<file path="src/rtl/stavka_c_sched.sv">
// stavka_c_sched: two-requester scheduler for a 4-bit load/double/increment datapath.
// Define STAVKA_SCHED_FIXED_PRIO_EN for fixed A-over-B priority instead of round-robin.
module stavka_c_sched #(
  parameter int CNT_W = 4
) (
  input  logic             clk,
  input  logic             rst_n,
  input  logic             req_a,
  input  logic [1:0]       op_a,
  input  logic [CNT_W-1:0] arg_a,
  input  logic             req_b,
  input  logic [1:0]       op_b,
  input  logic [CNT_W-1:0] arg_b,
  output logic             gnt_a,
  output logic             gnt_b,
  output logic             done_a,
  output logic             done_b,
  output logic [3:0]       result,
  output logic             busy,
  output logic [2:0]       dp_control,
  output logic [3:0]       dp_data_in,
  input  logic [3:0]       dp_data_out
);

  typedef enum logic [1:0] {
    IDLE = 2'd0,
    EXEC = 2'd1,
    DONE = 2'd2
  } state_t;

  localparam logic [1:0] OP_LD  = 2'b01;
  localparam logic [1:0] OP_LD2 = 2'b10;
  localparam logic [1:0] OP_INC = 2'b11;

  state_t           state;
  state_t           state_nx;
  logic [1:0]       op_q;
  logic [CNT_W-1:0] arg_q;
  logic [CNT_W-1:0] cnt_q;
  logic             own_q;
  logic             first_q;
  logic [3:0]       res_q;
  logic             take;
  logic             win_b;

  assign take = req_a | req_b;

`ifdef STAVKA_SCHED_FIXED_PRIO_EN
  assign win_b = req_b & ~req_a;
`else
  logic last_q;
  assign win_b = req_b & (~req_a | ~last_q);
`endif

  // Result is live during DONE, then held until the next completion
  assign result = (state == DONE) ? dp_data_out : res_q;

  // State register
  always_ff @(posedge clk or negedge rst_n) begin
    if (!rst_n) state <= IDLE;
    else        state <= state_nx;
  end

  // Next-state and datapath control decode
  always_comb begin
    state_nx   = state;
    busy       = 1'b0;
    gnt_a      = 1'b0;
    gnt_b      = 1'b0;
    done_a     = 1'b0;
    done_b     = 1'b0;
    dp_control = 3'b000;
    dp_data_in = 4'd0;
    unique case (state)
      IDLE: begin
        if (take) state_nx = EXEC;
      end
      EXEC: begin
        busy       = 1'b1;
        gnt_a      = first_q & ~own_q;
        gnt_b      = first_q & own_q;
        dp_data_in = arg_q[3:0];
        state_nx   = DONE;
        unique case (1'b1)
          (op_q == OP_LD):  dp_control = 3'b001;
          (op_q == OP_LD2): dp_control = 3'b011;
          (op_q == OP_INC && cnt_q != '0): begin
            dp_control = 3'b101;
            if (cnt_q != CNT_W'(1)) state_nx = EXEC;
          end
          default: dp_control = 3'b000;
        endcase
      end
      DONE: begin
        busy     = 1'b1;
        done_a   = ~own_q;
        done_b   = own_q;
        state_nx = IDLE;
      end
      default: state_nx = IDLE;
    endcase
  end

  // Command capture, repeat counter and result register
  always_ff @(posedge clk or negedge rst_n) begin
    if (!rst_n) begin
      op_q    <= 2'b00;
      arg_q   <= '0;
      cnt_q   <= '0;
      own_q   <= 1'b0;
      first_q <= 1'b0;
      res_q   <= 4'd0;
`ifndef STAVKA_SCHED_FIXED_PRIO_EN
      last_q  <= 1'b1;
`endif
    end else begin
      first_q <= 1'b0;
      if (state == IDLE && take) begin
        op_q    <= win_b ? op_b : op_a;
        arg_q   <= win_b ? arg_b : arg_a;
        cnt_q   <= win_b ? arg_b : arg_a;
        own_q   <= win_b;
        first_q <= 1'b1;
`ifndef STAVKA_SCHED_FIXED_PRIO_EN
        last_q  <= win_b;
`endif
      end
      if (state == EXEC && op_q == OP_INC && cnt_q != '0)
        cnt_q <= cnt_q - CNT_W'(1);
      if (state == DONE)
        res_q <= dp_data_out;
    end
  end

endmodule

</file>
<file path="config.mk">
export PLATFORM = sky130hd
export DESIGN_NAME = stavka_c_sched
export DESIGN_NICKNAME = d
export VERILOG_FILES = /design/src/rtl/stavka_c_sched.sv
export SDC_FILE = /design/constraint.sdc
export NUM_CORES = 1
export LEC_CHECK = 0
export BUFFER_PORTS_ARGS = -buffer_cell sky130_fd_sc_hd__buf_2
export CAP_MARGIN = 20
export CELL_PAD_IN_SITES_DETAIL_PLACEMENT = 1
export CELL_PAD_IN_SITES_GLOBAL_PLACEMENT = 2
export CORE_MARGIN = 1.5
export CORE_UTILIZATION = 32
export DETAILED_ROUTE_END_ITERATION = 8
export PLACE_DENSITY_LB_ADDON = 0.1
export SLEW_MARGIN = 40
export SYNTH_ARGS = -nofsm -noshare
export SYNTH_HDL_FRONTEND = slang
export SYNTH_SLANG_ARGS = --single-unit
</file>
<file path="constraint.sdc">
create_clock -name clk -period 3 [get_ports clk]
set_input_delay 0.6 -clock clk [delete_from_list [all_inputs] [get_ports clk]]
set_output_delay 0.6 -clock clk [all_outputs]
set_load 0.05 [all_outputs]
</file>
==> flow_summary_export.csv <==
group,metric,value,unit
power,power_frac_comb,59.9,%
timing,fin_hold_ws,0.226,ns
synth,synth_top_area_share,41.9,%
final_layout,fin_area,1310,sq um
timing,hold_viol,0,
timing,finalClockSkew,0.00827,ns
worst_setup_path,cp.arrival,1.92,ns
clocking,clock_sinks,19,
synth,synth.yosys.seq_area_share,44.4,%
synth,synth.most_common_cell,"dfrtp_1",
final_layout,finish.utilization,42.0,%
floorplan,die_w,61.0,um
power,p_seq_share,31.6,%
global_routing,grt_usage,15.6,%
floorplan,die_area,3720,sq um
synth,synth-warning-count,0,
synth,avgSynthCellArea,10.4,sq um
min_path,min_path_type,"in -> async",
timing,fin_setup_tns,0,ns
detailed_routing,drtIter0Drc,11,
clocking,clockBufferDepth,2,
worst_setup_path,crit_required,2.40,ns
run_status,status,"finished, final reports clean",
final_layout,area_growth_syn_to_layout,22.1,%
final_layout,drive_gt1_share,38.8,%
detailed_routing,routed_wl,2.62,mm
power,cell_internal_pwr,737,uW
synth,postSynthCellCount,103,
timing,tightest_slew,0.446,ns
worst_setup_path,crit_chain,"inv_1 -> ha_1 -> nand3_2 -> a21o_1 -> clkinv_8 -> buf_2",
place,routabilityCongestion,0.840,
synth,ys_ff_latch,19,
power,p_leak,0.663,nW
place,place_area,1290,sq um
timing,rsz0062_at_grt,"false",
synth,syn-num-nets,129,
run,cap_violations,0,
timing,fin_crit,2.52,ns
floorplan,dieHeight,61.0,um
timing,setup_viol,0,
timing,slew_viol_final,0,
synth,synth_area,1070,sq um
clocking,ctsRootBufferMaster,"clkbuf_4",
synth,synth_edf_count,0,
clocking,numCtsBuffers,3,
global_routing,grt-ovfl-total,0,
place,hpwl,2.04,mm
worst_setup_path,max_stage_delay,0.40,ns
power,p_per_area,1180,nW/um^2
place,dp_slack,0.785,ns
global_routing,grt_first_pass_wirelength,4.22,mm
power,switchingPower,815,uW
final_layout,antenna_cells_inserted,0,
global_routing,grt_pass1_vias,873,
synth,synth_area_leaders,"dfrtp_1 (42%), ha_1 (7.0%), mux2i_1 (4.7%)",
detailed_routing,vias_per_cell,4.80,
detailed_routing,drc_errors,0,
place,port_buffers,35,
final_layout,multi_input_area,537,sq um
timing,setup_ws,0.477,ns
clocking,clk_latency,0.30,ns
synth,synth_async_sr_flop_share,100,%
detailed_routing,vias,879,
worst_setup_path,critPathKind,"reg -> out",
clocking,path_clk_slew,0.11,ns
power,power,1.55,mW
power,switching_share,52.5,%
clocking,ctsResizeCount,0,
global_routing,antenna_found_initial,0,
worst_setup_path,crit_fanout,10,
final_layout,fill_cells,380,
global_routing,grt_max_degree,20,
place,dp.cells,179,
final_layout,regArea,477,sq um
timing,fmax,396,MHz
synth,yosysTopAreaCell,"dfrtp_1",
final_layout,final_cells,183,
timing,timing.slew.headroom,70.3,%
detailed_routing,ant_nets,0,
detailed_routing,wire_per_inst,14.3,um
synth,synthTopCellsByCount,"dfrtp_1 (18), nand2_1 (10), o21ai_0 (9)",
detailed_routing,drtPass1Iterations,4,
power,ir_drop,0.000432,V
clocking,cts_max_level,1,
worst_setup_path,cp-end-kind,"primary output",
synth,yosysUniqueCellTypes,36,
worst_setup_path,cp-start-kind,"flop",
worst_setup_path,worst_path_max_delay_cell,"dfrtp_1",
clocking,cts_tree,"done",
synth,ys.flop_type,"dfrtp_1",
floorplan,pin_count,36,
floorplan,row_count,20,
clocking,postCtsSetupBuffers,0,
clocking,cts-hold-fix-buffers,0,
floorplan,core-area,3130,sq um
power,clkPwrFrac,8.5,%
floorplan,initial_core_util,34.4,%
final_layout,fin_nets,166,
timing,timing.final.crit_share,84.1,%
==> sequential cells by signal, indices dropped and copies added (netlist names) <==
signal,flops
own_q,1
op_q,2
state,2
arg_q,4
res_q,4
last_q,1
cnt_q,4
first_q,1
==> power by group through the flow <==
stage	registers, mW	clock network (mW)	logic [mW]
final	0.491	0.132	0.930
after global routing	0.508	0.149	1.02
after CTS	0.490	0.140	0.948
after detailed placement	0.494	0	0.945
after global placement	0.485	0	0.935
after floorplan	0.465	0	0.759
==> cell type report <==
cell class	instances	area share (%)
multi-input combinational	74	40.9
sequential	19	36.3
timing repair buffer	36	13.9
tap	44	4.19
inverter	6	2.67
clock buffer	4	2.00
==> layer usage <==
| metal | global-route usage, % | wire length (um) |
|---|---|---|
| met4 | 2.80 | 18 |
| met2 | 24.0 | 1160 |
| met1 | 22.2 | 1260 |
| met3 | 4.48 | 176 |
| met5 | 0 | 0 |
==> cells by family (layout without fill, tap and decap cells) <==
kind of cell | after synthesis | count (layout) | share of synthesized area, %
simple gates | 33 | 33 | 16.5
flops | 19 | 19 | 44.4
fa+ha+maj | 6 | 6 | 6.98
buf+inv | 10 | 46 | 5.71
compound gates | 26 | 26 | 17.6
mux | 9 | 9 | 8.85
==> critical path, delay by kind of cell (launching register included) <==
kind                       cells  cell delay (ns)
AOI/OAI and AO/OA              1             0.31
adders and majority gates      1             0.36
buffers and inverters          3             0.46
DFF                            1             0.40
and+or+nand+nor                1             0.10
==> cell usage in the layout (no fill, tap or decap), types with 4 or more instances in the layout <==
| cell type | instances |
|---|---|
| a21o_1 | 4 |
| and2_2 | 4 |
| buf_2 | 35 |
| dfrtp_1 | 18 |
| ha_1 | 6 |
| inv_1 | 5 |
| mux2_2 | 4 |
| mux2i_1 | 5 |
| nand2_1 | 10 |
| nand3_1 | 4 |
| nor2_1 | 4 |
| o21ai_0 | 9 |
==> final timing paths <==
kind / start / endpoint / slack, ns / depth (start not counted)
worst max-delay path: state[1] / dp_control[2] / 0.48 / 6
worst min-delay path: rst_n / arg_q[2] / 0.23 / 1
worst max register to register: state[0] / cnt_q[2] / 1.06 / 7
worst min register to register: arg_q[3] / arg_q[3] / 0.49 / 1
max in group asynchronous: rst_n / last_q / 2.44 / 1
min in group clk: arg_q[3] / arg_q[3] / 0.49 / 1
Note: power is estimated with default switching activity, not from simulation.
